**config.mk**
```make
export PLATFORM = sky130hd
export DESIGN_NAME = sram_like_port_bridge_flat
export DESIGN_NICKNAME = d
export VERILOG_FILES = /design/src/rtl/sram_like_port_bridge_if.sv /design/src/rtl/sram_like_port_bridge.sv /design/src/flat_wrapper.sv
export SDC_FILE = /design/constraint.sdc
export NUM_CORES = 1
export LEC_CHECK = 0
export BUFFER_PORTS_ARGS = -buffer_cell sky130_fd_sc_hd__buf_4
export CAP_MARGIN = 5
export CORE_MARGIN = 2
export CORE_UTILIZATION = 50
export CTS_CLUSTER_DIAMETER = 80
export DETAILED_ROUTE_END_ITERATION = 8
export PLACE_DENSITY = 0.85
export SLEW_MARGIN = 20
export SYNTH_ARGS = -nofsm -noshare
export SYNTH_HDL_FRONTEND = slang
export SYNTH_SLANG_ARGS = --single-unit
```
**constraint.sdc**
```tcl
create_clock -name clk -period 2.9 [get_ports clk]
set_clock_uncertainty 0.2 [all_clocks]
set_input_delay 0.435 -clock clk [delete_from_list [all_inputs] [get_ports clk]]
set_output_delay 0.435 -clock clk [all_outputs]
set_load 0.005 [all_outputs]
```
**src/rtl/sram_like_port_bridge_if.sv**
```systemverilog
// Purpose: sram-like request/response bus between a port bridge and the AXI converter.
// Latency: n/a (signal bundle only).
// Backpressure: request held by master until addr_ok; responses flagged by data_ok.
//
// Signals: req/wr/size/addr/wdata (master -> slave), addr_ok/data_ok/rdata (slave -> master).
interface sram_like_port_bridge_if #(
  parameter int ADDR_W = 32
);
  logic              req;
  logic              wr;
  logic [1:0]        size;
  logic [ADDR_W-1:0] addr;
  logic [31:0]       wdata;
  logic              addr_ok;
  logic              data_ok;
  logic [31:0]       rdata;

  modport master (
    output req, wr, size, addr, wdata,
    input  addr_ok, data_ok, rdata
  );

  modport slave (
    input  req, wr, size, addr, wdata,
    output addr_ok, data_ok, rdata
  );
endinterface

```
**src/rtl/sram_like_port_bridge.sv**
```systemverilog
// Purpose: converts the core's single-cycle SRAM-style port into sram-like req/resp transactions.
// Latency: request issued the cycle after sram_en; result visible the cycle after data_ok.
// Backpressure: stall held high until the response lands (or is drained after a flush).
//
// Ports: clk/rst; core side sram_en/sram_wen/sram_addr/sram_wdata in, sram_rdata/stall out;
// longest_stall/flush pipeline controls; bus = sram-like master; stall_cycles = stalled-cycle count.
module sram_like_port_bridge #(
  parameter int ADDR_W     = 32,
  parameter bit WRITE_EN   = 1'b1,
  parameter bit ALIGN_READ = 1'b1,
  parameter int CNT_W      = 32
) (
  input  logic                   clk,
  input  logic                   rst,
  input  logic                   sram_en,
  input  logic [3:0]             sram_wen,
  input  logic [ADDR_W-1:0]      sram_addr,
  input  logic [31:0]            sram_wdata,
  output logic [31:0]            sram_rdata,
  output logic                   stall,
  input  logic                   longest_stall,
  input  logic                   flush,
  sram_like_port_bridge_if.master bus,
  output logic [CNT_W-1:0]       stall_cycles
);

  typedef enum logic [2:0] {IDLE, REQ, WAIT, DONE, DRAIN} state_t;

  state_t      state;
  logic        cancel;    // flush seen while the request was still waiting for addr_ok
  logic [31:0] rbuf;
  logic        is_write;
  logic [1:0]  enc_size;
  logic [1:0]  enc_off;

  // Derive transfer size and low address bits from the byte enables.
  always_comb begin
    is_write = WRITE_EN && (sram_wen != 4'b0000);
    enc_size = 2'd2;
    enc_off  = ALIGN_READ ? 2'b00 : sram_addr[1:0];
    if (is_write) begin
      enc_off = 2'b00;
      case (sram_wen)
        4'b0001: begin enc_size = 2'd0; enc_off = 2'd0; end
        4'b0010: begin enc_size = 2'd0; enc_off = 2'd1; end
        4'b0100: begin enc_size = 2'd0; enc_off = 2'd2; end
        4'b1000: begin enc_size = 2'd0; enc_off = 2'd3; end
        4'b0011: begin enc_size = 2'd1; enc_off = 2'd0; end
        4'b1100: begin enc_size = 2'd1; enc_off = 2'd2; end
        default: begin enc_size = 2'd2; enc_off = 2'd0; end
      endcase
    end
  end

  // DONE is the only state in which the core may consume the result.
  assign stall      = sram_en && (state != DONE);
  assign sram_rdata = rbuf;

  always_ff @(posedge clk) begin
    if (rst) begin
      state        <= IDLE;
      cancel       <= 1'b0;
      bus.req      <= 1'b0;
      bus.wr       <= 1'b0;
      bus.size     <= 2'd0;
      bus.addr     <= '0;
      bus.wdata    <= '0;
      rbuf         <= '0;
      stall_cycles <= '0;
    end else begin
      if (stall) begin
        stall_cycles <= stall_cycles + CNT_W'(1);
      end
      case (state)
        IDLE: begin
          if (sram_en && !flush) begin
            bus.req   <= 1'b1;
            bus.wr    <= is_write;
            bus.size  <= enc_size;
            bus.addr  <= {sram_addr[ADDR_W-1:2], enc_off};
            bus.wdata <= sram_wdata;
            cancel    <= 1'b0;
            state     <= REQ;
          end
        end
        REQ: begin
          // The request cannot be withdrawn; a flush only marks it for draining.
          if (flush) begin
            cancel <= 1'b1;
          end
          if (bus.addr_ok) begin
            bus.req <= 1'b0;
            state   <= (cancel || flush) ? DRAIN : WAIT;
          end
        end
        WAIT: begin
          if (bus.data_ok) begin
            if (!flush && !bus.wr) begin
              rbuf <= bus.rdata;
            end
            state <= flush ? IDLE : DONE;
          end else if (flush) begin
            state <= DRAIN;
          end
        end
        DONE: begin
          // Hold the result while the whole pipeline is frozen.
          if (flush || !longest_stall) begin
            state <= IDLE;
          end
        end
        DRAIN: begin
          if (bus.data_ok) begin
            state <= IDLE;
          end
        end
        default: state <= IDLE;
      endcase
    end
  end

endmodule

```
**src/flat_wrapper.sv**
```systemverilog
// flat-port wrapper written by rule: the top's interface ports become plain ports
module sram_like_port_bridge_flat 
#(
  parameter int ADDR_W     = 32,
  parameter bit WRITE_EN   = 1'b1,
  parameter bit ALIGN_READ = 1'b1,
  parameter int CNT_W      = 32
)
  (clk, rst, sram_en, sram_wen, sram_addr, sram_wdata, sram_rdata, stall, longest_stall, flush, stall_cycles, bus_req, bus_wr, bus_size, bus_addr, bus_wdata, bus_addr_ok, bus_data_ok, bus_rdata);
  sram_like_port_bridge_if #(.ADDR_W(ADDR_W)) bus_i ();
  input  logic clk;
  input  logic rst;
  input  logic sram_en;
  input  logic [3:0] sram_wen;
  input  logic [ADDR_W-1:0] sram_addr;
  input  logic [31:0] sram_wdata;
  output logic [31:0] sram_rdata;
  output logic stall;
  input  logic longest_stall;
  input  logic flush;
  output logic [CNT_W-1:0] stall_cycles;
  output wire logic [$bits(bus_i.req)-1:0] bus_req;
  output wire logic [$bits(bus_i.wr)-1:0] bus_wr;
  output wire logic [$bits(bus_i.size)-1:0] bus_size;
  output wire logic [$bits(bus_i.addr)-1:0] bus_addr;
  output wire logic [$bits(bus_i.wdata)-1:0] bus_wdata;
  input wire logic [$bits(bus_i.addr_ok)-1:0] bus_addr_ok;
  input wire logic [$bits(bus_i.data_ok)-1:0] bus_data_ok;
  input wire logic [$bits(bus_i.rdata)-1:0] bus_rdata;
  assign bus_req = bus_i.req;
  assign bus_wr = bus_i.wr;
  assign bus_size = bus_i.size;
  assign bus_addr = bus_i.addr;
  assign bus_wdata = bus_i.wdata;
  assign bus_i.addr_ok = bus_addr_ok;
  assign bus_i.data_ok = bus_data_ok;
  assign bus_i.rdata = bus_rdata;
  sram_like_port_bridge #(.ADDR_W(ADDR_W), .WRITE_EN(WRITE_EN), .ALIGN_READ(ALIGN_READ), .CNT_W(CNT_W)) u_core (.clk(clk), .rst(rst), .sram_en(sram_en), .sram_wen(sram_wen), .sram_addr(sram_addr), .sram_wdata(sram_wdata), .sram_rdata(sram_rdata), .stall(stall), .longest_stall(longest_stall), .flush(flush), .bus(bus_i), .stall_cycles(stall_cycles));
endmodule
```
==> reports/metrics.cfg <==
[yosys]
ys_seq_elements = 136
synth_commonest_cells = 204 x nand2_1, 136 x dfxtp_1, 102 x a21oi_1
synth_seq_area_share = 0.517
synth.top_cells.by_area = dfxtp_1 52%, nand2_1 15%, a21oi_1 9.7%
ys.flop_type = dfxtp_1
syn-cell-area_um2 = 5260
synthCells = 650
synth_nets = 758
synth_warnings = 0
synthDistinctLibCells = 43
synth.top_cell.area_share = 0.517
synth_edf_count = 0
syn_area_per_cell_um2 = 8.09
synth_top_area_cell = dfxtp_1
synthArstFlopShare = 0
post-synth-top-count-cell = nand2_1

[pwr]
ir_drop_mv = 0.487
sequentialPowerShare = 0.407
leakage_nw = 3.63
internal_power_mw = 3.78
power_frac_clock = 0.430
combPwrFrac = 0.163
p_sw_mw = 1.31
power.density_nw_per_um2 = 590
p_sw_frac = 0.257
finalPower_mw = 5.09

[timing]
fin_crit_ps = 2510
fin_setup_tns_ps = 0
drv_slew = 0
slew_headroom = 0.284
rsz0062_at_grt = no
hold_viol_final = 0
timing.final.crit_share = 0.865
tightest_slew_ps = 1070
setup_slack_ps = 391
setup_viol = 0
clock.fmax_mhz = 399

[worst_setup_path]
crit_path_start_kind = register
worst_r2r_path_depth = 5
path_max_fanout = 19
worst-endpoint-arrival_ps = 2760
worstPathRequired_ps = 3150
reg2reg_slack_ps = 390
worstReg2RegStart = u_core.state[2]$_SDFFE_PP0P_
crit_type = register to register
endpoint_kind = register
reg2reg_to = u_core.bus.addr[0]$_SDFFE_PP0P_

[worst_hold_path]
hold_class = input port to register
holdPathEnd = u_core.cancel$_SDFFE_PP0P_
hp-start = flush
min_path_cells = 3

[layout]
design.final.nets = 1070
diodes = 0
fin_cells = 1111
drive_above_1_share = 0.293
area_delta_synth_final_pct = 63.8

[clocking]
cts_root_buf = clkbuf_8
insertion_delay_ps = 520
cts_buffer_depth = 2
postCtsSetupBuffers = 0
path_clk_slew_ps = 60
cts_resized = 0
clock_sinks = 136
htree_levels = 4
cts_buffers = 17
cts_tree = built

[routing]
via_count = 6057
routedWlPerCell_um = 17.1
route.detailed.drc = 0
avgViaCountPerCell = 5.45
wl_um = 19000
final_antenna_net_count = 0
first_iter_violations = 460
drtPass1Iterations = 9

[placement]
port_buffers = 237
routabilityCongestion = 0.801
post-place-ws_ps = 339
post-dp-hpwl_um = 10200
dp_cells = 985

[floorplan]
die_w_um = 107
core_area_um2 = 10300
num_rows = 37
start_util = 0.512
design.portCount = 240
die-area_um2 = 11400
die_y_um = 107

[global_routing]
grt_busiest_layer = met2
grt_remaining_overflow = 0
grt_pass1_wl_um = 29000
grt_max_degree = 62
met3_usage = 0.0930
use_met2 = 0.571
antenna_found_initial = 0
gr-usage-met1 = 0.340
grt_pass1_vias = 5932
grt_use_total = 0.322

[run]
drv_cap = 0

[outcome]
status = finished, final reports clean

==> metrics by stage <==
| step | hold WS (ps) | cell area [um^2] | utilization |
|---|---|---|---|
| CTS | 22.6 | 8620 | 0.838 |
| floorplan | 248 | 5260 | - |
| global placement | 241 | 7070 | 0.688 |
| finish | 56.0 | 8620 | 0.838 |
| detailed placement | 247 | 7070 | 0.688 |
| global route | 40.5 | 8620 | 0.838 |
==> registers in the layout (all words and copies together), names as in the netlist <==
name	count
u_core.bus.wr	1
u_core.bus.wdata	32
u_core.cancel	1
u_core.state	3
u_core.bus.req	1
u_core.stall_cycles	32
u_core.bus.size	2
u_core.sram_rdata	32
u_core.bus.addr	32
==> metal layers <==
layer	wire [um]	part of all wire
met1	6840	0.36
met2	9800	0.52
met3	1420	0.075
met4	940	0.049
met5	0	0
==> kinds of logic (layout without fill, tap and decap cells) <==
| kind of cell | Yosys count | in the layout | share of synthesized area |
|---|---|---|---|
| buffers and inverters | 48 | 373 | 0.0433 |
| AOI/OAI and AO/OA | 115 | 115 | 0.116 |
| DFF | 136 | 136 | 0.517 |
| xor gates and xnor gates | 30 | 30 | 0.0499 |
| adders and majority gates | 1 | 1 | 0.00238 |
| muxes | 2 | 2 | 0.00404 |
| and+or+nand+nor | 318 | 318 | 0.267 |
==> cell usage in the layout, fill, tap and decap left out, types with 4 or more instances in the layout <==
cell type / n
nand2_1: 204
clkbuf_8: 4
dfxtp_1: 136
clkinv_2: 5
nand4_1: 13
buf_4: 242
dlygate4sd3_1: 94
xnor2_1: 18
nor3_1: 11
and3_1: 5
a21oi_1: 102
and4_1: 8
xor2_1: 12
nand3_1: 8
nor4_1: 5
nor2b_1: 4
clkbuf_16: 16
nor2_1: 42
==> cell type report <==
type / count / area, um^2
flip-flops and latches: 136 / 2720
clock buffers: 20 / 455
fillers: 531 / 1660
clock inverters: 12 / 148
repair buffers: 338 / 2800
well taps: 136 / 170
inverters: 3 / 11.3
multi-input cells: 466 / 2310
==> what timing repair did <==
action	4_1_cts	5_1_grt
hold buffers	94	0
endpoints found under the setup margin	0	0
endpoints found under the hold margin	94	0
==> how the worst max path moves through the flow <==
| stage | from | to | cells after the start |
|---|---|---|---|
| 4_1_cts | u_core.state[1]$_SDFFE_PP0P_ | u_core.sram_rdata[15]$_SDFFE_PP0P_ | 5 |
| 3_3_place_gp | flush | u_core.sram_rdata[14]$_SDFFE_PP0P_ | 6 |
| 2_1_floorplan | flush | u_core.sram_rdata[0]$_SDFFE_PP0P_ | 7 |
| 3_5_place_dp | flush | u_core.sram_rdata[15]$_SDFFE_PP0P_ | 6 |
| 6_report | u_core.state[2]$_SDFFE_PP0P_ | u_core.bus.addr[0]$_SDFFE_PP0P_ | 5 |
| 5_1_grt | u_core.state[2]$_SDFFE_PP0P_ | u_core.bus.addr[0]$_SDFFE_PP0P_ | 5 |
==> critical path: stages (launching register included) <==
cell	delay (ps)
dfxtp_1	410
nor3_1	370
nand3b_1	610
nor4_1	610
a21oi_1	120
nor2_1	120
==> power groups by stage <==
stage | Sequential, mW | Combinational (mW) | Clock (mW)
floorplan | 2.08 | 0.343 | 0
global placement | 2.09 | 0.650 | 0
detailed placement | 2.10 | 0.671 | 0
CTS | 2.06 | 0.786 | 2.19
global route | 2.08 | 0.889 | 2.31
finish | 2.07 | 0.830 | 2.19
Power figures use the tool's default switching activity.
